$ cat src/rtl/pc_ctrl_pkg.sv
// Shared definitions for the program-counter fetch controller: FSM state
// encoding, instruction opcodes and default sizing.
package pc_ctrl_pkg;

    typedef enum logic [2:0] {
        S_IDLE  = 3'd0,
        S_FETCH = 3'd1,
        S_EXEC  = 3'd2,
        S_HALT  = 3'd3,
        S_ERROR = 3'd4
    } state_t;

    localparam logic [1:0] OP_NOP = 2'b00;
    localparam logic [1:0] OP_FWD = 2'b01;
    localparam logic [1:0] OP_BWD = 2'b10;
    localparam logic [1:0] OP_HLT = 2'b11;

    localparam int DEFAULT_AW      = 16;
    localparam int DEFAULT_TIMEOUT = 15;

endpackage

$ cat src/rtl/pc_ctrl_decode.sv
// Combinational opcode decode: turns the latched instruction into a single
// pc-block strobe plus offset, only while the controller is executing.
module pc_ctrl_decode
    import pc_ctrl_pkg::*;
#(
    parameter int AW = DEFAULT_AW
) (
    input  logic [15:0]   instr,
    input  logic          exec,
    output logic          inc,
    output logic          add,
    output logic          sub,
    output logic [AW-1:0] offset
);

    always_comb begin
        inc    = 1'b0;
        add    = 1'b0;
        sub    = 1'b0;
        offset = '0;
        if (exec) begin
            case (instr[15:14])
                OP_NOP: inc = 1'b1;
                OP_FWD: begin
                    add    = 1'b1;
                    offset = AW'(instr[13:0]);
                end
                OP_BWD: begin
                    sub    = 1'b1;
                    offset = AW'(instr[13:0]);
                end
                default: ;
            endcase
        end
    end

endmodule

$ cat src/rtl/pc_ctrl.sv
// Fetch/execute controller: requests instruction words at pc_in, latches them
// and issues one pc-block strobe per instruction, with a fetch timeout.
module pc_ctrl
    import pc_ctrl_pkg::*;
#(
    parameter int AW      = DEFAULT_AW,
    parameter int TIMEOUT = DEFAULT_TIMEOUT
) (
    input  logic          clk,
    input  logic          reset,
    input  logic          run,
    input  logic [AW-1:0] pc_in,
    output logic          imem_req,
    output logic [AW-1:0] imem_addr,
    input  logic          imem_ack,
    input  logic [15:0]   imem_data,
    output logic          inc,
    output logic          add,
    output logic          sub,
    output logic [AW-1:0] offset,
    output logic          halted,
    output logic          err
);

    localparam int CW = $clog2(TIMEOUT + 1);
    localparam logic [CW-1:0] LAST_WAIT = CW'(TIMEOUT - 1);

    state_t        state;
    state_t        state_nxt;
    logic [CW-1:0] count;
    logic [15:0]   instr;
    logic          started;
    logic          exec_en;

    always_comb begin
        state_nxt = state;
        case (state)
            S_IDLE:  if (run && started) state_nxt = S_FETCH;
            S_FETCH: begin
                // ack in the timeout cycle still wins over the error
                if (imem_ack)
                    state_nxt = S_EXEC;
                else if (count == LAST_WAIT)
                    state_nxt = S_ERROR;
            end
            S_EXEC: begin
                if (instr[15:14] == OP_HLT)
                    state_nxt = S_HALT;
                else if (run)
                    state_nxt = S_FETCH;
                else
                    state_nxt = S_IDLE;
            end
            S_HALT:  if (!run) state_nxt = S_IDLE;
            S_ERROR: state_nxt = S_ERROR;
            default: state_nxt = S_IDLE;
        endcase
    end

    // started holds off the first fetch for one edge after reset release
    always_ff @(posedge clk or negedge reset) begin
        if (!reset) begin
            state   <= S_IDLE;
            count   <= '0;
            instr   <= '0;
            started <= 1'b0;
        end else begin
            state   <= state_nxt;
            started <= 1'b1;
            if (state == S_FETCH)
                count <= count + CW'(1);
            else
                count <= '0;
            if (state == S_FETCH && imem_ack)
                instr <= imem_data;
        end
    end

    assign imem_req  = (state == S_FETCH);
    assign imem_addr = (state == S_FETCH) ? pc_in : '0;
    assign halted    = (state == S_HALT);
    assign err       = (state == S_ERROR);
    assign exec_en   = (state == S_EXEC);

    pc_ctrl_decode #(
        .AW(AW)
    ) u_decode (
        .instr (instr),
        .exec  (exec_en),
        .inc   (inc),
        .add   (add),
        .sub   (sub),
        .offset(offset)
    );

endmodule
$ cat config.mk
export PLATFORM = sky130hd
export DESIGN_NAME = pc_ctrl
export DESIGN_NICKNAME = d
export VERILOG_FILES = /design/src/rtl/pc_ctrl_pkg.sv /design/src/rtl/pc_ctrl_decode.sv /design/src/rtl/pc_ctrl.sv
export SDC_FILE = /design/constraint.sdc
export NUM_CORES = 1
export LEC_CHECK = 0
export BUFFER_PORTS_ARGS = -buffer_cell sky130_fd_sc_hd__buf_2
export CELL_PAD_IN_SITES_DETAIL_PLACEMENT = 0
export CELL_PAD_IN_SITES_GLOBAL_PLACEMENT = 1
export CORE_MARGIN = 5
export CORE_UTILIZATION = 32
export CTS_CLUSTER_DIAMETER = 150
export DETAILED_ROUTE_END_ITERATION = 7
export GPL_ROUTABILITY_DRIVEN = 0
export HOLD_SLACK_MARGIN = 0.05
export PLACE_DENSITY = 0.81
export SLEW_MARGIN = 40
export SYNTH_ARGS = -nofsm -noshare
export SYNTH_HDL_FRONTEND = slang
export SYNTH_SLANG_ARGS = --single-unit
$ cat constraint.sdc
create_clock -name clk -period 2.1 [get_ports clk]
set_clock_uncertainty 0.1 [all_clocks]
set_input_delay 0.21 -clock clk [delete_from_list [all_inputs] [get_ports clk]]
set_output_delay 0.21 -clock clk [all_outputs]
set_load 0.02 [all_outputs]
* After elaboration in Yosys (flattened, before gate mapping)
Index checks and enable logic that the tools add are counted.
** Word-level totals
- Input bits :: 36
- Register bits after elaboration :: 24
- Word-level logic and storage cells :: 39
- Bits in writable memories :: 0
- Bits in read-only memories :: 0
- Bits in latches :: 0
- Memories kept :: 0
- Output and inout port bits :: 38
** Operators by class
- Equality and inequality tests :: 11
- Divide/modulo/power cells :: 0
- Reduce and logical (&&, ||, !) cells :: 6
- Add/subtract/negate cells :: 1
- Shifts and indexed selects :: 0
- Multiplexer cells :: 17
- Multipliers :: 0
- Bitwise gates (word level) :: 0
- $lt $le $gt $ge :: 0
** Operators by type and width (number)
- 2-to-1 mux 16 bit :: 2
- one-hot mux 3 bit (5 select lines) :: 1
- 2-to-1 mux 14 bit :: 1
- 2-to-1 mux 3 bit :: 4
- 2-to-1 mux 1 bit :: 7
- == test 3 x 2 -> 1 bit, second input constant :: 2
- adder 4 x 1 -> 4 bit, second input constant :: 1
- == test 2 bit, second input constant :: 2
- == test 4 bit, second input constant :: 1
- 2-to-1 mux 4 bit :: 1
- inequality test 2 bit, second input constant :: 2
- == test 3 x 1 -> 1 bit, second input constant :: 1
- == test 3 bit, second input constant :: 1
- zero test 3 bit :: 1
- inequality test 3 x 1 -> 1 bit, second input constant :: 1
- AND reduction 3 bit :: 1
- == test 2 x 1 -> 1 bit, second input constant :: 1
- logical AND 1 bit :: 2
- zero test 2 bit :: 1
- 2-to-1 mux 2 bit :: 1
- OR reduction 2 bit :: 1

* Logic depth before layout (Yosys ltp)
Gate-level depths: netlist of run 1.
- Depth in word-level cells :: 4
- Gate-level depth with buffers :: 7
- Depth with buffers taken out :: 5

* Cells and area by module
Synthesis of run 1 repeated with hierarchy kept, for this count alone.
** Second synthesis, totals
- Cells, all modules :: 114
- Area, all modules :: 1346.3 µm²
** Modules (own cells, without submodules)
- pc_ctrl :: area an instance 1147.4 µm², seq. area each 600.6 µm², instances 1, cells each 87
- pc_ctrl_decode :: area an instance 198.9 µm², seq. area each 0.0 µm², instances 1, cells each 27

* Worst setup path before layout of run 1
Ideal clock, no wire load.
- Path type :: register to output
- Start point :: reg state[2]
- End point :: out imem_addr[10]
- Required time :: 1.790 ns
- Path slack :: 0.366 ns
- Cell stages (with the launch flop) :: 6
- Buffers on the path :: 1
- Data arrival time :: 1.424 ns
- Path through :: dfrtp_1 -> nand2b_2 -> nand2b_4 -> inv_4 -> clkbuf_1 -> and2_1
** On the way
- Longest elaborated chain between the ends :: 2
** RTL lines
- start: declaration :: RTL line pc_ctrl.sv:28 : state_t state;
- start signal: assignment :: RTL line pc_ctrl.sv:68 : state <= state_nxt;
- == test 3 x 1 -> 1 bit
- via imem_req :: RTL line pc_ctrl.sv:13 : output logic imem_req,
- 2-to-1 mux 16 bit :: RTL line pc_ctrl.sv:80 : assign imem_addr = (state == S_FETCH) ? pc_in : '0;
- end: declaration :: RTL line pc_ctrl.sv:14 : output logic [AW-1:0] imem_addr,
The timed path passes the listed nets, and every way through them passes these cells.

* Final worst setup path of run 1
- Start point :: reg instr[14]
- End point :: out offset[10]
** On the way
- Longest elaborated chain between the ends :: 4
** RTL lines
- start: declaration :: RTL line pc_ctrl.sv:31 : logic [15:0] instr;
- start signal: assignment :: RTL line pc_ctrl.sv:75 : instr <= imem_data;
- == test 2 x 1 -> 1 bit or == test 2 bit (tied branches) :: RTL line pc_ctrl_decode.sv:22 : case (instr[15:14])
- OR reduction 2 bit (no line) (*)
- 2-to-1 mux 14 bit (*) :: RTL line pc_ctrl_decode.sv:22
- 2-to-1 mux 16 bit (*) :: RTL line pc_ctrl_decode.sv:21 : if (exec) begin
- end: declaration :: RTL line pc_ctrl.sv:20 : output logic [AW-1:0] offset,
Mark *: on every way between the ends. The rest lies on a longest branch, timed or not.

==> results of run 1 <==
## final timing paths
path | depth (start not counted) | to | startpoint
worst max-delay path | 5 | offset[10] | instr[14]
worst min-delay path | 2 | instr[9] | imem_data[9]
worst max register to register | 5 | instr[12] | state[2]
worst min register to register | 1 | state[1] | state[2]
max in group asynchronous | 2 | instr[13] | reset
min in group asynchronous | 2 | instr[7] | reset
## metrics by stage
step | hold WS [ps] | power, uW | utilization (%) | std cells | worst slack [ps]
2_1_floorplan | -186 | 1620 | - | 121 | 366
3_3_place_gp | 125 | 1920 | 42.6 | 237 | 308
3_5_place_dp | 124 | 1940 | 42.6 | 237 | 277
4_1_cts | 68.6 | 2350 | 44.7 | 242 | 56.3
5_1_grt | 64.2 | 2500 | 44.7 | 242 | 31.3
6_report | 75.7 | 2310 | 44.7 | 242 | 191
## cells in the mapped netlist
cell and count:
a22oi_1 1, and3_1 4, mux2_2 6, xor2_1 1
nand2_1 2, conb_1 2, mux2i_1 1, buf_12 1
nor2_1 8, ha_1 6, a211oi_1 1, buf_6 1
nand2b_2 1, dfrtp_1 24, clkbuf_1 3, and2_1 30
inv_2 1, or3_1 1, o2bb2ai_1 1, o21ai_0 1
or2b_1 1, inv_1 3, inv_4 1, xnor2_1 1
nand3_1 2, mux2_4 10, and2_4 1, a21oi_1 2
buf_4 2, nand2b_4 1
## sequential cells by signal, indices dropped and copies added, names as in the netlist
name,flops
state,3
count,4
instr,16
started,1
## logic make-up (layout without fill, tap and decap cells)
| group | after synthesis | in the layout | synth area share (%) |
|---|---|---|---|
| AO/OA/AOI/OAI | 6 | 6 | 2.87 |
| XOR/XNOR | 2 | 2 | 1.30 |
| adder cells (fa/ha/maj) | 6 | 6 | 5.56 |
| buffers and inverters | 12 | 83 | 5.83 |
| flip-flops | 24 | 24 | 44.4 |
| multiplexers | 17 | 17 | 16.9 |
| other | 2 | 3 | 0.556 |
| AND/OR/NAND/NOR | 51 | 51 | 22.6 |
## cell type report
type / count / area [um2] / area share (%)
sequential: 24 / 601 / 33.1
inverter: 5 / 21.3 / 1.17
multi-input combinational: 85 / 677 / 37.3
tap: 50 / 62.6 / 3.45
clock buffer: 3 / 41.3 / 2.28
clock inverter: 1 / 30.0 / 1.66
timing repair buffer: 74 / 380 / 21.0
## power by group
part / internal, uW / total, uW / switching, uW / leakage [uW]
Combinational: 541 / 1130 / 590 / 0.000683
Clock: 254 / 395 / 140 / 0.0000357
Sequential: 656 / 784 / 129 / 0.000295
## per-layer routing
metal	GRT usage (%)	vias up	wire length, um
met5	0	-	0
met4	1.78	0	14
met3	4.01	2	459
met2	17.1	65	1190
met1	14.1	466	1230
li1	-	530	-
## cell usage in the layout, fill, tap and decap left out, types with 3 or more instances in the layout
cell	n
buf_2	71
and2_1	30
dfrtp_1	24
mux2_4	10
nor2_1	8
mux2_2	6
ha_1	6
inv_1	3
and3_1	3
conb_1	3
clkbuf_8	3
## timing repair
action | 4_1_cts | 5_1_grt
hold endpoints to repair | 24 | 0
setup endpoints to repair | 0 | 14
setup buffers | 0 | 0
hold buffers | 1 | 0
resized for setup | 0 | 1
==> impl_metrics.toml, run 1 <==
[run_status]
status = "finished clean"

[logic_synthesis]
yosys_warnings = 0
synth_area_leader_cell = "dfrtp_1"
yosysSeqAreaShare_pct = 44.4
netlist.area_leader.share_pct = 44.4
synthCells = 120
synth.area.top_cells = "dfrtp_1, and2_1, mux2_4"
avgSynthCellArea_um2 = 11.3
netlist_area_um2 = 1350
synth-seq-cells = 24
ys_types = 30

[detailed_routing]
firstDrtPassIters = 4
drt_iter0_drc = 34
drc = 0
wl_um = 2890
wire_per_inst_um = 11.9
viasPerCell = 4.39
postRouteAntennaNets = 0
vias = 1063

[setup_path]
cp-start-kind = "flop"
path_delay_family = "simple AND/OR/NAND/NOR gates"
crit_path_top_delay_cell = "dfrtp_1"
worstPathRequired_ps = 1790
critPathKind = "reg2out"
rrSetupSlack_ps = 280
slowest_delay_ps = 410
critPathBufInv = 2
critPathMaxFanout = 14
cp-end-kind = "output port"
cp_cell_sequence = "inv_1 > ha_1 > and3_2 > and2_1 > buf_2"
critPathArrivalTime_ps = 1600

[sta]
timing.final.crit_share_pct = 90.9
fmax_ghz = 0.524
finalHoldViolations = 0
final.setup.tns_ps = 0
min_period_ps = 1910
rsz0062_at_grt = "no"
setup_viol = 0
drv_slew = 0
tightest_slew_ps = 527
slew_headroom_pct = 64.9

[clock_network]
clk_pin_slew_worst_paths_ps = 80
clkSinkCount = 24
cts_max_level = 1
clk_latency_ps = 260
clockBufferDepth = 2
tritoncts = "done"
numCtsBuffers = 3
clockRootBuffer = "clkbuf_8"

[global_route]
track_usage_pct = 10.7
grt_first_pass_wirelength_um = 4760
grt_pass1_vias = 1103
grt_overflow_total = 0
antenna_found_initial = 0
grt_max_degree = 25

[final_layout]
nFillCells = 396
fin_nets = 235
layout-drive-gt1-share_pct = 51.6
syn_to_final_growth_pct = 34.2
fin_area_um2 = 1810
antenna_cells = 0

[die]
pin_count = 74
std_cell_rows = 23
coreArea_um2 = 4060
die_area_um2 = 5620
die_h_um = 75.0
start_util_pct = 33.3
die_w_um = 75.0

[power]
p_per_area_nw_per_um2 = 1270
leakagePower_uw = 0.00101
vdd_drop_max_uv = 407

[placed_design]
placed_cell_area_um2 = 1730
dpl.hpwl_um = 2390
port_buffers = 71

[hold_path]
hp-class = "in2reg"

[job]
cap_viol_max_count = 0
Power figures use the tool's default switching activity.
==> inputs of run 2 (changes only) <==
--- a/config.mk
+++ b/config.mk
@@ -5,16 +5,17 @@
 export SDC_FILE = /design/constraint.sdc
 export NUM_CORES = 1
 export LEC_CHECK = 0
+export ABC_AREA = 1
 export BUFFER_PORTS_ARGS = -buffer_cell sky130_fd_sc_hd__buf_2
 export CELL_PAD_IN_SITES_DETAIL_PLACEMENT = 0
 export CELL_PAD_IN_SITES_GLOBAL_PLACEMENT = 1
 export CORE_MARGIN = 5
-export CORE_UTILIZATION = 32
+export CORE_UTILIZATION = 30
 export CTS_CLUSTER_DIAMETER = 150
 export DETAILED_ROUTE_END_ITERATION = 7
 export GPL_ROUTABILITY_DRIVEN = 0
 export HOLD_SLACK_MARGIN = 0.05
-export PLACE_DENSITY = 0.81
+export PLACE_DENSITY = 0.89
 export SLEW_MARGIN = 40
 export SYNTH_ARGS = -nofsm -noshare
 export SYNTH_HDL_FRONTEND = slang
==> impl_metrics.toml, run 2 <==
[logic_synthesis]
synthCells = 195
ys_types = 20
yosys-top-cells-count = "nand2_1, nor2_1, inv_1, dfrtp_1, nand3_1"
synth-seq-cells = 24
synth_area_leader_cell = "dfrtp_1"
avgSynthCellArea_um2 = 7.16
yosysSeqAreaShare_pct = 43.0
synthFlopType = "dfrtp_1"
yosys_warnings = 0
synth_edf_count = 0
synthArstFlopShare_pct = 100
yosysMostFrequentCell = "nand2_1"
netlist_area_um2 = 1400
synth.area.top_cells = "dfrtp_1, nand2_1, nor2_1"
netlist.area_leader.share_pct = 43.0

[placed_design]
dpl.hpwl_um = 2690
port_buffers = 71
placed_cell_area_um2 = 1770

[die]
coreArea_um2 = 4440
std_cell_rows = 24
die_h_um = 78.2
pin_count = 74
die_w_um = 78.2
die_area_um2 = 6120
start_util_pct = 31.4

[setup_path]
rr_worst_depth = 7
critPathArrivalTime_ps = 1590
critPathKind = "reg2out"
critPathMaxFanout = 14
cp-start-kind = "flop"
worstPathRequired_ps = 1790
cp-end-kind = "output port"

[hold_path]
hold_depth = 3
hp-class = "in2reg"

[power]
vdd_drop_max_uv = 441
power_frac_seq_pct = 32.2
p_total_uw = 2460
leakagePower_uw = 0.00114
p_per_area_nw_per_um2 = 1330
internal_power_uw = 1320
p_sw_share_pct = 46.4
p_switching_uw = 1140
combinationalPowerShare_pct = 51.7
clkPwrFrac_pct = 16.1

[sta]
rsz0062_at_grt = "no"
final.setup.tns_ps = 0
timing.final.crit_share_pct = 90.4
setup_viol = 0
fmax_ghz = 0.527
hold-worst-slack_ps = 72.6
slew_headroom_pct = 64.2
drv_slew = 0
finalHoldViolations = 0
min_period_ps = 1900
tightest_slew_ps = 538

[detailed_routing]
postRouteAntennaNets = 0
vias = 1383
viasPerCell = 4.39
firstDrtPassIters = 4
drt_iter0_drc = 78
wire_per_inst_um = 10.9
drc = 0
wl_um = 3450

[final_layout]
layout-drive-gt1-share_pct = 31.6
fin_nets = 306
fin_area_um2 = 1850
largest_registers = "instr x16, count x4, state x3"
final_common_cell = "buf_2"
largest_reg_flops = 16
syn_to_final_growth_pct = 32.5
antenna_cells = 0
layout_common_cells = "buf_2, nand2_1, nor2_1, inv_1, dfrtp_1"
largest-register = "instr"

[clock_network]
cts_max_level = 1
clockBufferDepth = 2
numCtsBuffers = 3
cts_setup_buffers = 0
clk_pin_slew_worst_paths_ps = 80
clockRootBuffer = "clkbuf_8"
clk_latency_ps = 260
clkSinkCount = 24
tritoncts = "done"

[job]
cap_viol_max_count = 0

[global_route]
grt_max_degree = 25
grt_overflow_total = 0
grt_first_pass_wirelength_um = 5850
grt_pass1_vias = 1356
antenna_found_initial = 0
track_usage_pct = 11.6

[run_status]
status = "finished clean"
[run 2: cell types whose count changed after synthesis, moves of 4 or more]
| cell | change |
|---|---|
| and2_1 | -30 |
| and3_1 | -4 |
| buf_2 | +4 |
| inv_1 | +22 |
| mux2_2 | -6 |
| mux2_4 | -10 |
| nand2_1 | +47 |
| nand3_1 | +19 |
| nor2_1 | +35 |
[run 2: logic make-up after synthesis]
logic type,after synthesis,synth area share [%]
buffers and inverters,38,12.2
XOR/XNOR,2,1.25
adder cells (fa/ha/maj),6,5.38
AO/OA/AOI/OAI,4,1.43
AND/OR/NAND/NOR,119,36.2
flip-flops,24,43.0
other,2,0.538
[run 2: area by class of cell]
class | count | area [um2]
tap | 52 | 65.1
inverter | 27 | 101
fill | 493 | 2590
timing repair buffer | 74 | 380
clock inverter | 1 | 30.0
multi-input combinational | 134 | 632
sequential | 24 | 601
clock buffer | 3 | 41.3
[run 2: repair_timing]
item | 4_1_cts | 5_1_grt
endpoints found under the setup margin | 0 | 2
hold buffers | 1 | 0
resized for setup | 0 | 1
hold endpoints to repair | 24 | 0
[run 2: routing by layer]
metal	routed length, um	track usage (%)	vias up
met2	1640	19.8	55
met4	51	5.24	0
met1	1440	13.4	611
li1	-	-	712
met5	0	0	-
met3	318	3.43	5
[run 2: stage by stage]
step,cells,util [%],worst slack [ps]
floorplan,196,-,391
global placement,310,39.8,390
detailed placement,310,39.8,397
CTS,315,41.6,91.7
global route,315,41.6,77.4
finish,315,41.6,203
[run 2: path summary, 6_finish.rpt]
path | end | slack (ps) | from
worst max-delay path | offset[11] | 200 | instr[15]
worst min-delay path | instr[7] | 70 | imem_data[7]
max in group asynchronous | state[0] | 1180 | reset
min in group asynchronous | instr[11] | 360 | reset
worst min register to register | instr[6] | 380 | instr[6]
worst max register to register | instr[14] | 580 | state[2]
[run 2: power groups by stage]
stage                     registers [uW]  logic, uW  clock network [uW]
after floorplan                      749        991                   0
after CTS                            792       1290                 408
after global routing                 817       1440                 432
after detailed placement             801       1280                   0
after global placement               791       1270                   0
final                                792       1270                 397
[run 2: critical path, stage by stage (launching register included)]
cell     delay, ps
dfrtp_1        390
inv_1           90
ha_2           480
nand2_1         90
nor2_1         100
buf_2          170
